## src/rtl/dsk_image_manager.sv

```systemverilog
// Disk image manager: maps data_io download words onto per-slot SDRAM regions,
// classifies finished images, handles eject and owns the system reset hold.
// Optional per-slot data checksum output is built when IMG_CHECKSUM_EN is defined.
//
// state  | meaning
// IDLE   | waiting for a rising dl_active
// LOAD   | download in progress, tracking the last written word address
// FINAL  | one cycle: classify the slot image / mark the ROM loaded
module dsk_image_manager #(
   parameter int SLOTS      = 2,
   parameter int ADDR_W     = 21,
   parameter int SLOT_SHIFT = 19,
   parameter int DS_WORDS   = 409600,
   parameter int SS_WORDS   = 204800,
   parameter int RST_HOLD   = 65535
) (
   input  logic              clk,
   input  logic              _systemReset,
   input  logic              clk_en,
   input  logic              dl_active,
   input  logic [4:0]        dl_index,
   input  logic [23:0]       dl_addr,
   input  logic              dl_wr,
   input  logic              bus_slot,
   input  logic [SLOTS-1:0]  eject,
   input  logic [1:0]        mem_cfg,
   input  logic              reset_req,
   output logic [ADDR_W-1:0] mem_addr,
   output logic              mem_we,
   output logic              download_cycle,
   output logic [SLOTS-1:0]  inserted,
   output logic [SLOTS-1:0]  double_sided,
   output logic [SLOTS-1:0]  overflow,
   output logic              sys_reset_n,
   output logic              rom_loaded
`ifdef IMG_CHECKSUM_EN
   ,
   input  logic [15:0]           dl_data,
   output logic [16*SLOTS+15:0]  checksum
`endif
);

   localparam logic [1:0] S_IDLE  = 2'd0;
   localparam logic [1:0] S_LOAD  = 2'd1;
   localparam logic [1:0] S_FINAL = 2'd2;
   localparam int         CNT_W   = $clog2(RST_HOLD + 1);
   localparam logic [4:0] SLOTS_IDX = 5'(SLOTS);

   logic [1:0]        state;
   logic [4:0]        idx;
   logic              dl_prev;
   logic [23:0]       last_addr;
   logic [CNT_W-1:0]  cnt;
   logic [1:0]        cfg_q;
   logic              idx_rom, idx_disk, addr_ok, wr_try, ovf_hit, start, reload;
   logic              ds_ok, ss_ok;
   logic [ADDR_W-1:0] slot_base, slot_off;

   assign download_cycle = dl_active && bus_slot;
   assign idx_rom  = (dl_index == 5'd0);
   assign idx_disk = !idx_rom && (dl_index <= SLOTS_IDX);
   assign addr_ok  = ((dl_addr >> SLOT_SHIFT) == 24'd0);
   assign wr_try   = dl_wr && download_cycle && (state == S_LOAD);
   assign mem_we   = wr_try && (idx_rom || (idx_disk && addr_ok));
   assign ovf_hit  = wr_try && idx_disk && !addr_ok;
   // dl_prev resets high so a download already running at reset release is ignored
   assign start    = (state == S_IDLE) && dl_active && !dl_prev;
   assign ds_ok    = (last_addr == 24'(DS_WORDS - 1));
   assign ss_ok    = (last_addr == 24'(SS_WORDS - 1));

   assign slot_base = ADDR_W'(dl_index) << SLOT_SHIFT;
   assign slot_off  = ADDR_W'(dl_addr[SLOT_SHIFT-1:0]);

   always_comb begin
      mem_addr = dl_addr[ADDR_W-1:0];
      if (idx_disk)
         mem_addr = slot_base + slot_off;
   end

   always_ff @(posedge clk or negedge _systemReset) begin
      if (!_systemReset) begin
         state        <= S_IDLE;
         idx          <= '0;
         dl_prev      <= 1'b1;
         last_addr    <= '0;
         inserted     <= '0;
         double_sided <= '0;
         overflow     <= '0;
         rom_loaded   <= 1'b0;
      end else begin
         dl_prev <= dl_active;
         case (state)
            S_IDLE: begin
               if (start) begin
                  state     <= S_LOAD;
                  idx       <= dl_index;
                  last_addr <= '0;
                  for (int j = 0; j < SLOTS; j++) begin
                     if (dl_index == 5'(j + 1)) begin
                        inserted[j]     <= 1'b0;
                        double_sided[j] <= 1'b0;
                        overflow[j]     <= 1'b0;
                     end
                  end
               end
            end
            S_LOAD: begin
               if (mem_we)
                  last_addr <= dl_addr;
               for (int j = 0; j < SLOTS; j++) begin
                  if (ovf_hit && dl_index == 5'(j + 1))
                     overflow[j] <= 1'b1;
               end
               if (!dl_active)
                  state <= S_FINAL;
            end
            S_FINAL: begin
               for (int j = 0; j < SLOTS; j++) begin
                  if (idx == 5'(j + 1)) begin
                     double_sided[j] <= ds_ok && !overflow[j];
                     inserted[j]     <= (ds_ok || ss_ok) && !overflow[j];
                  end
               end
               if (idx == 5'd0)
                  rom_loaded <= 1'b1;
               state <= S_IDLE;
            end
            default: state <= S_IDLE;
         endcase
         // eject comes last so it wins over a coinciding FINAL
         for (int j = 0; j < SLOTS; j++) begin
            if (eject[j]) begin
               inserted[j]     <= 1'b0;
               double_sided[j] <= 1'b0;
            end
         end
      end
   end

   assign reload = reset_req || ((state == S_LOAD) && (idx == 5'd0)) ||
                   (mem_cfg != cfg_q) || !rom_loaded;

   always_ff @(posedge clk or negedge _systemReset) begin
      if (!_systemReset) begin
         cnt         <= CNT_W'(RST_HOLD);
         cfg_q       <= '0;
         sys_reset_n <= 1'b0;
      end else if (clk_en) begin
         cfg_q <= mem_cfg;
         if (reload)
            cnt <= CNT_W'(RST_HOLD);
         else if (cnt != '0)
            cnt <= cnt - CNT_W'(1);
         sys_reset_n <= (cnt == '0) && !reload;
      end
   end

`ifdef IMG_CHECKSUM_EN
   logic [15:0] sum;

   always_ff @(posedge clk or negedge _systemReset) begin
      if (!_systemReset) begin
         sum      <= '0;
         checksum <= '0;
      end else begin
         if (start)
            sum <= '0;
         else if (mem_we)
            sum <= sum + dl_data;
         if (state == S_FINAL) begin
            for (int j = 0; j <= SLOTS; j++) begin
               if (idx == 5'(j))
                  checksum[16*j +: 16] <= sum;
            end
         end
      end
   end
`endif

endmodule

```

## config.mk

```make
export PLATFORM = sky130hd
export DESIGN_NAME = dsk_image_manager
export DESIGN_NICKNAME = d
export VERILOG_FILES = /design/src/rtl/dsk_image_manager.sv
export SDC_FILE = /design/constraint.sdc
export NUM_CORES = 1
export LEC_CHECK = 0
export ABC_AREA = 0
export CORE_UTILIZATION = 45
export CTS_BUF_LIST = sky130_fd_sc_hd__clkbuf_2 sky130_fd_sc_hd__clkbuf_4 sky130_fd_sc_hd__clkbuf_8
export CTS_CLUSTER_SIZE = 30
export DETAILED_ROUTE_END_ITERATION = 16
export PLACE_DENSITY = 0.73
export SETUP_SLACK_MARGIN = 0.15
export SLEW_MARGIN = 20
export SYNTH_ARGS = -nofsm -noshare
export SYNTH_HDL_FRONTEND = slang
export SYNTH_SLANG_ARGS = --single-unit
```

## constraint.sdc

```tcl
create_clock -name clk -period 4 [get_ports clk]
set_input_delay 0.4 -clock clk [delete_from_list [all_inputs] [get_ports clk]]
set_output_delay 0.4 -clock clk [all_outputs]
set_load 0.05 [all_outputs]
```

# After elaboration in Yosys (flattened, before gate mapping)
# Cells that the tools add are included.
word_totals:
  ff_bits: 58
  inputBits: 40
  elab_cells: 113
  output_inout_bits: 31
classes:
  magnitude_cmp: 1
  reduce_logical: 49
  add_sub_neg: 2
  eq_ne: 22
  muxes: 25
op_table:
  columns: ["operator", "count"]
  rows:
  - ["24-bit two-way mux", 2]
  - ["24-bit case mux with 2 select lines", 1]
  - ["16-bit two-way mux", 2]
  - ["24-bit by 18-bit equality test with 1-bit output, second input constant", 1]
  - ["24-bit by 19-bit equality test with 1-bit output, second input constant", 1]
  - ["24-bit logical NOT", 1]
  - ["21-bit by 19-bit adder with 21-bit output", 1]
  - ["21-bit two-way mux", 1]
  - ["1-bit logical AND", 18]
  - ["16-bit logical NOT", 1]
  - ["2-bit case mux with 2 select lines", 4]
  - ["4-bit AND reduction", 4]
  - ["16-bit nonzero test", 1]
  - ["16-bit by 1-bit subtractor with 16-bit output, second input constant", 1]
  - ["1-bit two-way mux", 12]
  - ["3-bit inequality test, second input constant", 4]
  - ["5-bit by 1-bit equality test with 1-bit output, second input constant", 2]
  - ["5-bit by 2-bit equality test with 1-bit output, second input constant", 2]
  - ["5-bit logical NOT", 2]
  - ["2-bit inequality test, second input constant", 5]
  - ["2-bit AND reduction", 4]
  - ["1-bit logical NOT", 7]
  - ["2-bit two-way mux", 3]
  - ["3-bit by 2-bit inequality test with 1-bit output, second input constant", 2]
  - ["other kinds (10)", 17]

# Longest topological paths before layout
# Gate-level depths: netlist (run 1).
logic_depth:
  ltp_word: 8
  depth_mapped: 7
  ltp_nobuf: 6

# Worst setup path before layout (run 1)
# OpenSTA, ideal clock, no wires.
synth_path:
  kind: "input to output"
  from: "input port dl_active"
  to: "output port mem_we"
  path_buffers: 1
  arrival_ns: 1.807
  path_stages: 5
  slack_ns: 1.793
  required_ns: 3.600
  path_cell_list: "and2_1 and4_1 o21ai_2 buf_2 inv_1"
synth_between:
  elab_chain_len: 4
synth_lines:
  columns: ["element", "line", "text"]
  rows:
  - ["from (decl)", "20", "input logic dl_active,"]
  - ["1-bit logical AND", "59", "assign download_cycle = dl_active && bus_slot;"]
  - ["1-bit logical AND (2 in series)", "63", "assign wr_try = dl_wr && download_cycle && (state == S_LOAD);"]
  - ["1-bit logical AND", "64", "assign mem_we = wr_try && (idx_rom || (idx_disk && addr_ok));"]
  - ["to (decl)", "29", "output logic mem_we,"]
# No other way between the ends.

# Final worst setup path (run 1)
layout_path:
  from: "input port dl_index[3]"
  to: "output port mem_addr[19]"
layout_between:
  elab_chain_len: 4
  elab_cells_between_ends: 5
  cone_classes: "1 x order compare; 1 x mux; 3 x reduce/logical"
layout_lines:
  columns: ["element", "line", "text"]
  rows:
  - ["from (decl)", "21", "input logic [4:0] dl_index,"]
  - ["branches (longest 2 deep; another with 5-bit by 2-bit <= comparator with 1-bit output)", null, null]
  - ["1-bit logical AND (*)", "61", "assign idx_disk = !idx_rom && (dl_index <= SLOTS_IDX);"]
  - ["21-bit two-way mux (*)", "76", "if (idx_disk)"]
  - ["to (decl)", "28", "output logic [ADDR_W-1:0] mem_addr,"]
# Every way passes the cells marked *.

==> reports/metrics.yaml, run 1 <==
synthesis:
  syn-cell-area_mm2: 0.00319
  synth_area_leader_cell: "dfrtp_1"
  synth_seq_cells: 58
  synthFlopType: "dfrtp_1"
  ys_warn_count: 0
  async_reset_ff_frac: 1.00
  netlist_top_cells_area: "dfrtp_1 (32%), dfstp_2 (14%), mux2i_1 (8.2%)"
  synth_top_area_frac: 0.321
  syn_nets: 376
  syn_inst: 334
  avgSynthCellArea_um2: 9.56
  yosysSeqAreaShare: 0.461
  synth-edff-count: 0
  synth_cell_types: 51
power:
  p_leak_nw: 1.76
  peakVddDrop_mv: 0.222
  finalPower_mw: 1.34
  powerDensity_mw_per_mm2: 335
detailed_routing:
  met1_length_um: 3390
  finalWirelength_um: 7070
  wl_per_cell_um: 14.5
  firstDrtPassIters: 4
  drtAntennaViolNets: 0
  vias: 2625
  highest_layer: "met4"
  drt_iter0_markers: 116
  vias_per_cell: 5.39
  wl_met3_um: 282
  dr_wl_met2_um: 3300
  route.detailed.drc: 0
critical_path:
  worst_ep_required_time_ns: 3.60
  cp_max_fo: 5
  worstSetupStartpointType: "primary input"
  critPathArrivalTime_ns: 2.59
  endpoint_kind: "output pin"
  critPathKind: "primary input to output pin"
floorplanning:
  die_y_um: 86.2
  row_count: 30
  ios: 71
  dieArea_mm2: 0.00743
  start_util: 0.467
  die_w_um: 86.2
  core_mm2: 0.00683
cts:
  clockBufferDepth: 2
  cts_max_level: 3
  hold_buffers: 0
  clock_latency_ns: 0.34
  cts.clk_slew.worst_paths_ns: 0.07
  numCtsBuffers: 9
  clockRootBuffer: "clkbuf_8"
  cts_tree: "done"
  cts_sinks: 58
  cts_resized: 0
  post_cts_buffers: 0
final_layout:
  final_nets: 428
  fillCellCount: 583
  drive_gt1_frac: 0.143
  seqCellArea_mm2: 0.00147
  multi_input_area_mm2: 0.00147
  antennaDiodeCount: 0
  final_cell_mix: "nand2_1 (69), clkdlybuf4s50_1 (69), dfrtp_1 (41)"
  syn2layout_area_growth_pct: 25.2
sta:
  setup_violations: 0
  slew_headroom: 0.315
  worstMarginPinSlew_ns: 1.02
  finalHoldViolCount: 0
  period_minus_slack_ns: 2.99
  post-route-period-util: 0.748
  skew_ns: 0.00773
  tns_ns: 0
  fmax_mhz: 334
  rsz0062_at_grt: "false"
  maxSlewViolCount: 0
place:
  post-dp-hpwl_um: 5010
  port_buffers: 70
  routabilityCongestion: 0.904
global_routing:
  grt_usage: 0.208
  grt_pass1_vias: 2513
  grt_pass1_wl_um: 12000
  antenna_found_initial: 0
  grt_max_degree: 59
  overflow: 0
worst_hold_path:
  hold_path.class: "primary input to async pin"
job:
  cap_viol_max_count: 0
outcome:
  status: "finished clean"
synth_stat cells (7+ instances only):
library cell and number:
buf_4 20, o21ai_0 8, nand3_1 11, clkbuf_1 7
nand2_1 69, dfstp_2 17, nor2_1 14, dfrtp_1 41
a21oi_1 9, nand4b_1 7, mux2i_1 26, inv_1 8
and3_1 8
power by group:
part,leakage (nW),internal [mW],switching [mW]
sequential,0.736,0.607,0.0161
combinational,0.926,0.0858,0.133
clock,0.100,0.269,0.228
total,1.76,0.962,0.377
routing by layer:
metal  vias up  track usage
li1       1274            -
met1      1284        0.283
met2        59        0.321
met3         8       0.0429
met4         0       0.0955
met5         -            0
cell families (layout without fill, tap and decap cells):
group                      Yosys count  in the layout  share of synthesized area
buffers and inverters               41             98                     0.0800
DFF                                 58             58                      0.461
xor gates and xnor gates             2              2                    0.00549
muxes                               28             28                     0.0886
AOI/OAI and AO/OA                   44             44                     0.0941
and+or+nand+nor                    159            159                      0.263
adders and majority gates            2              2                    0.00784
area by class of cell:
class / instances / share of cell area
inverter: 8 / 0.00751
clock buffer: 13 / 0.0416
sequential: 58 / 0.369
multi-input combinational: 235 / 0.367
tap: 96 / 0.0301
timing repair buffer: 74 / 0.182
clock inverter: 3 / 0.00376
per-stage QoR:
step / instance area, um2 / instances / worst slack (ns) / utilization / hold slack, ns
global placement: 3810 / 471 / 1.02 / 0.558 / 0.464
finish: 4000 / 487 / 1.01 / 0.585 / 0.197
global route: 4000 / 487 / 0.918 / 0.585 / 0.280
floorplan: 3190 / 334 / 1.79 / - / 0.104
CTS: 4000 / 487 / 0.980 / 0.585 / 0.230
detailed placement: 3810 / 471 / 0.987 / 0.558 / 0.472
sequential cells by signal, summed over array words and instances, names as in the netlist:
signal,cells
last_addr,24
cnt,16
idx,5
cfg_q,2
double_sided,2
inserted,2
overflow,2
state,2
dl_prev,1
rom_loaded,1
sys_reset_n,1
final timing paths:
kind,from,end,slack [ns],depth (start not counted)
worst max-delay path,dl_index[3],mem_addr[19],1.01,5
worst min-delay path,_systemReset,cfg_q[0],0.20,2
worst max register to register,state[0],cnt[13],1.74,5
worst min register to register,idx[4],idx[4],0.49,2
max in group asynchronous,_systemReset,last_addr[3],3.32,2
min in group clk,idx[4],idx[4],0.49,2
worst max-delay path, stage by stage:
cell and delay [ns]:
clkdlybuf4s50_1 0.42, nor3_1 0.50, and3b_1 0.32, o21bai_1 0.13, clkdlybuf4s50_1 0.82
(Power assumes the default switching activity.)
==> inputs of run 2 (changes only) <==
--- a/config.mk
+++ b/config.mk
@@ -10,7 +10,7 @@
 export CTS_BUF_LIST = sky130_fd_sc_hd__clkbuf_2 sky130_fd_sc_hd__clkbuf_4 sky130_fd_sc_hd__clkbuf_8
 export CTS_CLUSTER_SIZE = 30
 export DETAILED_ROUTE_END_ITERATION = 16
-export PLACE_DENSITY = 0.73
+export PLACE_DENSITY = 0.75
 export SETUP_SLACK_MARGIN = 0.15
 export SLEW_MARGIN = 20
 export SYNTH_ARGS = -nofsm -noshare
==> constraint.sdc (replaced) <==
create_clock -name clk -period 2.6 [get_ports clk]
set_input_delay 0.26 -clock clk [delete_from_list [all_inputs] [get_ports clk]]
set_output_delay 0.26 -clock clk [all_outputs]
set_load 0.05 [all_outputs]
==> reports/metrics.yaml, run 2 (synthesized netlist as in run 1, its figures left out) <==
outcome:
  status: "finished clean"  # unchanged
power:
  intPower_mw: 1.50  # was 0.962 mW
  seqPwrFrac: 0.460  # was 0.465
  power_switching_mw: 0.578  # was 0.377 mW
  peakVddDrop_mv: 0.362  # was 0.222 mV
  pwr-share-comb: 0.167  # was 0.163
  powerDensity_mw_per_mm2: 511  # was 335 mW/mm2
  p_leak_nw: 1.80  # was 1.76 nW
  netSwitchingFraction: 0.278  # was 0.281
  pwr-share-clk: 0.373  # was 0.371
sta:
  slew_headroom: 0.416  # was 0.315
  rsz0062_at_grt: "false"  # unchanged
  period_minus_slack_ns: 2.19
  setup_violations: 0  # unchanged
  worstMarginPinSlew_ns: 0.876  # was 1.02 ns
  fin_ws_ns: 0.411  # was 1.01 ns
  tns_ns: 0  # unchanged
  finalHoldViolCount: 0  # unchanged
  skew_ns: 0.00961  # was 0.00773 ns
  post-route-period-util: 0.842
  fmax_mhz: 457
  maxSlewViolCount: 0  # unchanged
final_layout:
  syn2layout_area_growth_pct: 27.7  # was 25.2%
  mostFrequentLayoutCell: "nand2_1"
  largest_reg_flops: 24  # unchanged
  reg.largest.list: "last_addr: 24 flops, cnt: 16 flops, idx: 5 flops"  # unchanged
  antennaDiodeCount: 0  # unchanged
  fillCellCount: 624  # was 583
  final_cell_mix: "nand2_1 (69), clkdlybuf4s50_1 (66), dfrtp_1 (41)"  # was nand2_1 (69), clkdlybuf4s50_1 (69), dfrtp_1 (41)
  top_register: "last_addr"  # unchanged
  final_nets: 434  # was 428
  drive_gt1_frac: 0.164  # was 0.143
critical_path:
  worstPathCellList: "inv_1, ha_1, or3b_2, o41a_1, and4_2, o21ai_0"  # was clkdlybuf4s50_1, nor3_1, and3b_1, o21bai_1, clkdlybuf4s50_1
  worstSetupStartpointType: "register"  # was primary input
  slowest_delay_ns: 0.57  # was 0.82 ns
  critPathKind: "register to register"  # was primary input to output pin
  worst_ep_required_time_ns: 2.87  # was 3.60 ns
  endpoint_kind: "register"  # was output pin
  crit_path_top_delay_cell: "o41a_1"  # was clkdlybuf4s50_1
  critPathArrivalTime_ns: 2.46  # was 2.59 ns
  cp_max_fo: 11  # was 5
global_routing:
  grt_pass1_wl_um: 11600  # was 12000 um
  grt_usage: 0.202  # was 0.208
  overflow: 0  # unchanged
  grt_pass1_vias: 2504  # was 2513
  antenna_found_initial: 0  # unchanged
  grt_max_degree: 41  # was 59
cts:
  numCtsBuffers: 9  # unchanged
  cts.clk_slew.worst_paths_ns: 0.07  # about the same
  cts_tree: "done"  # unchanged
  clockBufferDepth: 2  # unchanged
  cts_sinks: 58  # unchanged
  post_cts_buffers: 0  # unchanged
  clockRootBuffer: "clkbuf_8"  # unchanged
  cts_max_level: 3  # unchanged
  hold_buffers: 0  # unchanged
  clock_latency_ns: 0.34  # about the same
  cts_resized: 0  # unchanged
detailed_routing:
  vias_per_cell: 5.46  # was 5.39
  route.detailed.drc: 0  # unchanged
  drtAntennaViolNets: 0  # unchanged
  wl_per_cell_um: 14.4  # was 14.5 um
  finalWirelength_um: 7080  # was 7070 um
  firstDrtPassIters: 4  # unchanged
  drt_iter0_markers: 68  # was 116
  vias: 2692  # was 2625
job:
  cap_viol_max_count: 0  # unchanged
worst_hold_path:
  hold_path.class: "primary input to async pin"  # unchanged
floorplanning:
  dieArea_mm2: 0.00743  # unchanged
  start_util: 0.467  # unchanged
  die_y_um: 86.2  # unchanged
  core_mm2: 0.00683  # unchanged
  die_w_um: 86.2  # unchanged
  row_count: 30  # unchanged
  ios: 71  # unchanged
place:
  post-dp-hpwl_um: 5170  # was 5010 um
  port_buffers: 70  # unchanged
  routabilityCongestion: 0.789  # was 0.904
  place_ws_ns: 0.428  # was 0.987 ns
==> run 2: path summary, 6_finish.rpt <==
path | startpoint | end | slack (ns) | cells after the start
worst max-delay path | cnt[0] | cnt[7] | 0.41 | 6
worst min-delay path | _systemReset | cfg_q[0] | 0.04 | 1
worst max register to register | cnt[0] | cnt[7] | 0.41 | 6
worst min register to register | idx[3] | idx[3] | 0.48 | 2
max in group asynchronous | _systemReset | overflow[0] | 1.83 | 2
min in group clk | dl_active | dl_prev | 0.41 | 1
==> run 2: cell type report <==
cell class              count  area, um2  area share
clock inverters             2       12.5     0.00307
flip-flops and latches     58       1470       0.361
multi-input cells         235       1470       0.360
inverters                   8       30.0     0.00737
repair buffers             80        801       0.196
well taps                  96        120      0.0295
clock buffers              14        174      0.0427
==> run 2: worst max-delay path: cells and delay by family (launching register included) <==
kind            cells  cell delay (ns)
fa+ha+maj           1             0.16
buf+inv             1             0.11
simple gates        2             0.76
flops               1             0.38
compound gates      2             0.71
==> run 2: power by group through the flow <==
| stage | Clock (mW) | Combinational, mW | Sequential [mW] |
|---|---|---|---|
| after floorplan | 0 | 0.185 | 0.991 |
| after global placement | 0 | 0.345 | 0.972 |
| after detailed placement | 0 | 0.349 | 0.973 |
| after CTS | 0.793 | 0.350 | 0.957 |
| after global routing | 0.834 | 0.373 | 0.962 |
| final | 0.776 | 0.348 | 0.958 |
==> run 2: per-stage QoR <==
stage                     hold WS [ns]  cells  cell area [um2]  power [mW]  utilization
after detailed placement         0.421    477             3890        1.32        0.569
after CTS                       0.0513    493             4080        2.10        0.597
final                           0.0444    493             4080        2.08        0.597
after floorplan                -0.0356    334             3190        1.18            -
after global routing            0.0980    493             4080        2.17        0.597
after global placement           0.418    477             3890        1.32        0.569
==> run 2: routing by layer <==
layer / up-vias / wire [um] / global-route usage
met5: - / 0 / 0
met4: 0 / 93 / 0.0864
met3: 12 / 367 / 0.0562
met2: 62 / 3470 / 0.323
met1: 1325 / 3150 / 0.259
li1: 1293 / - / -
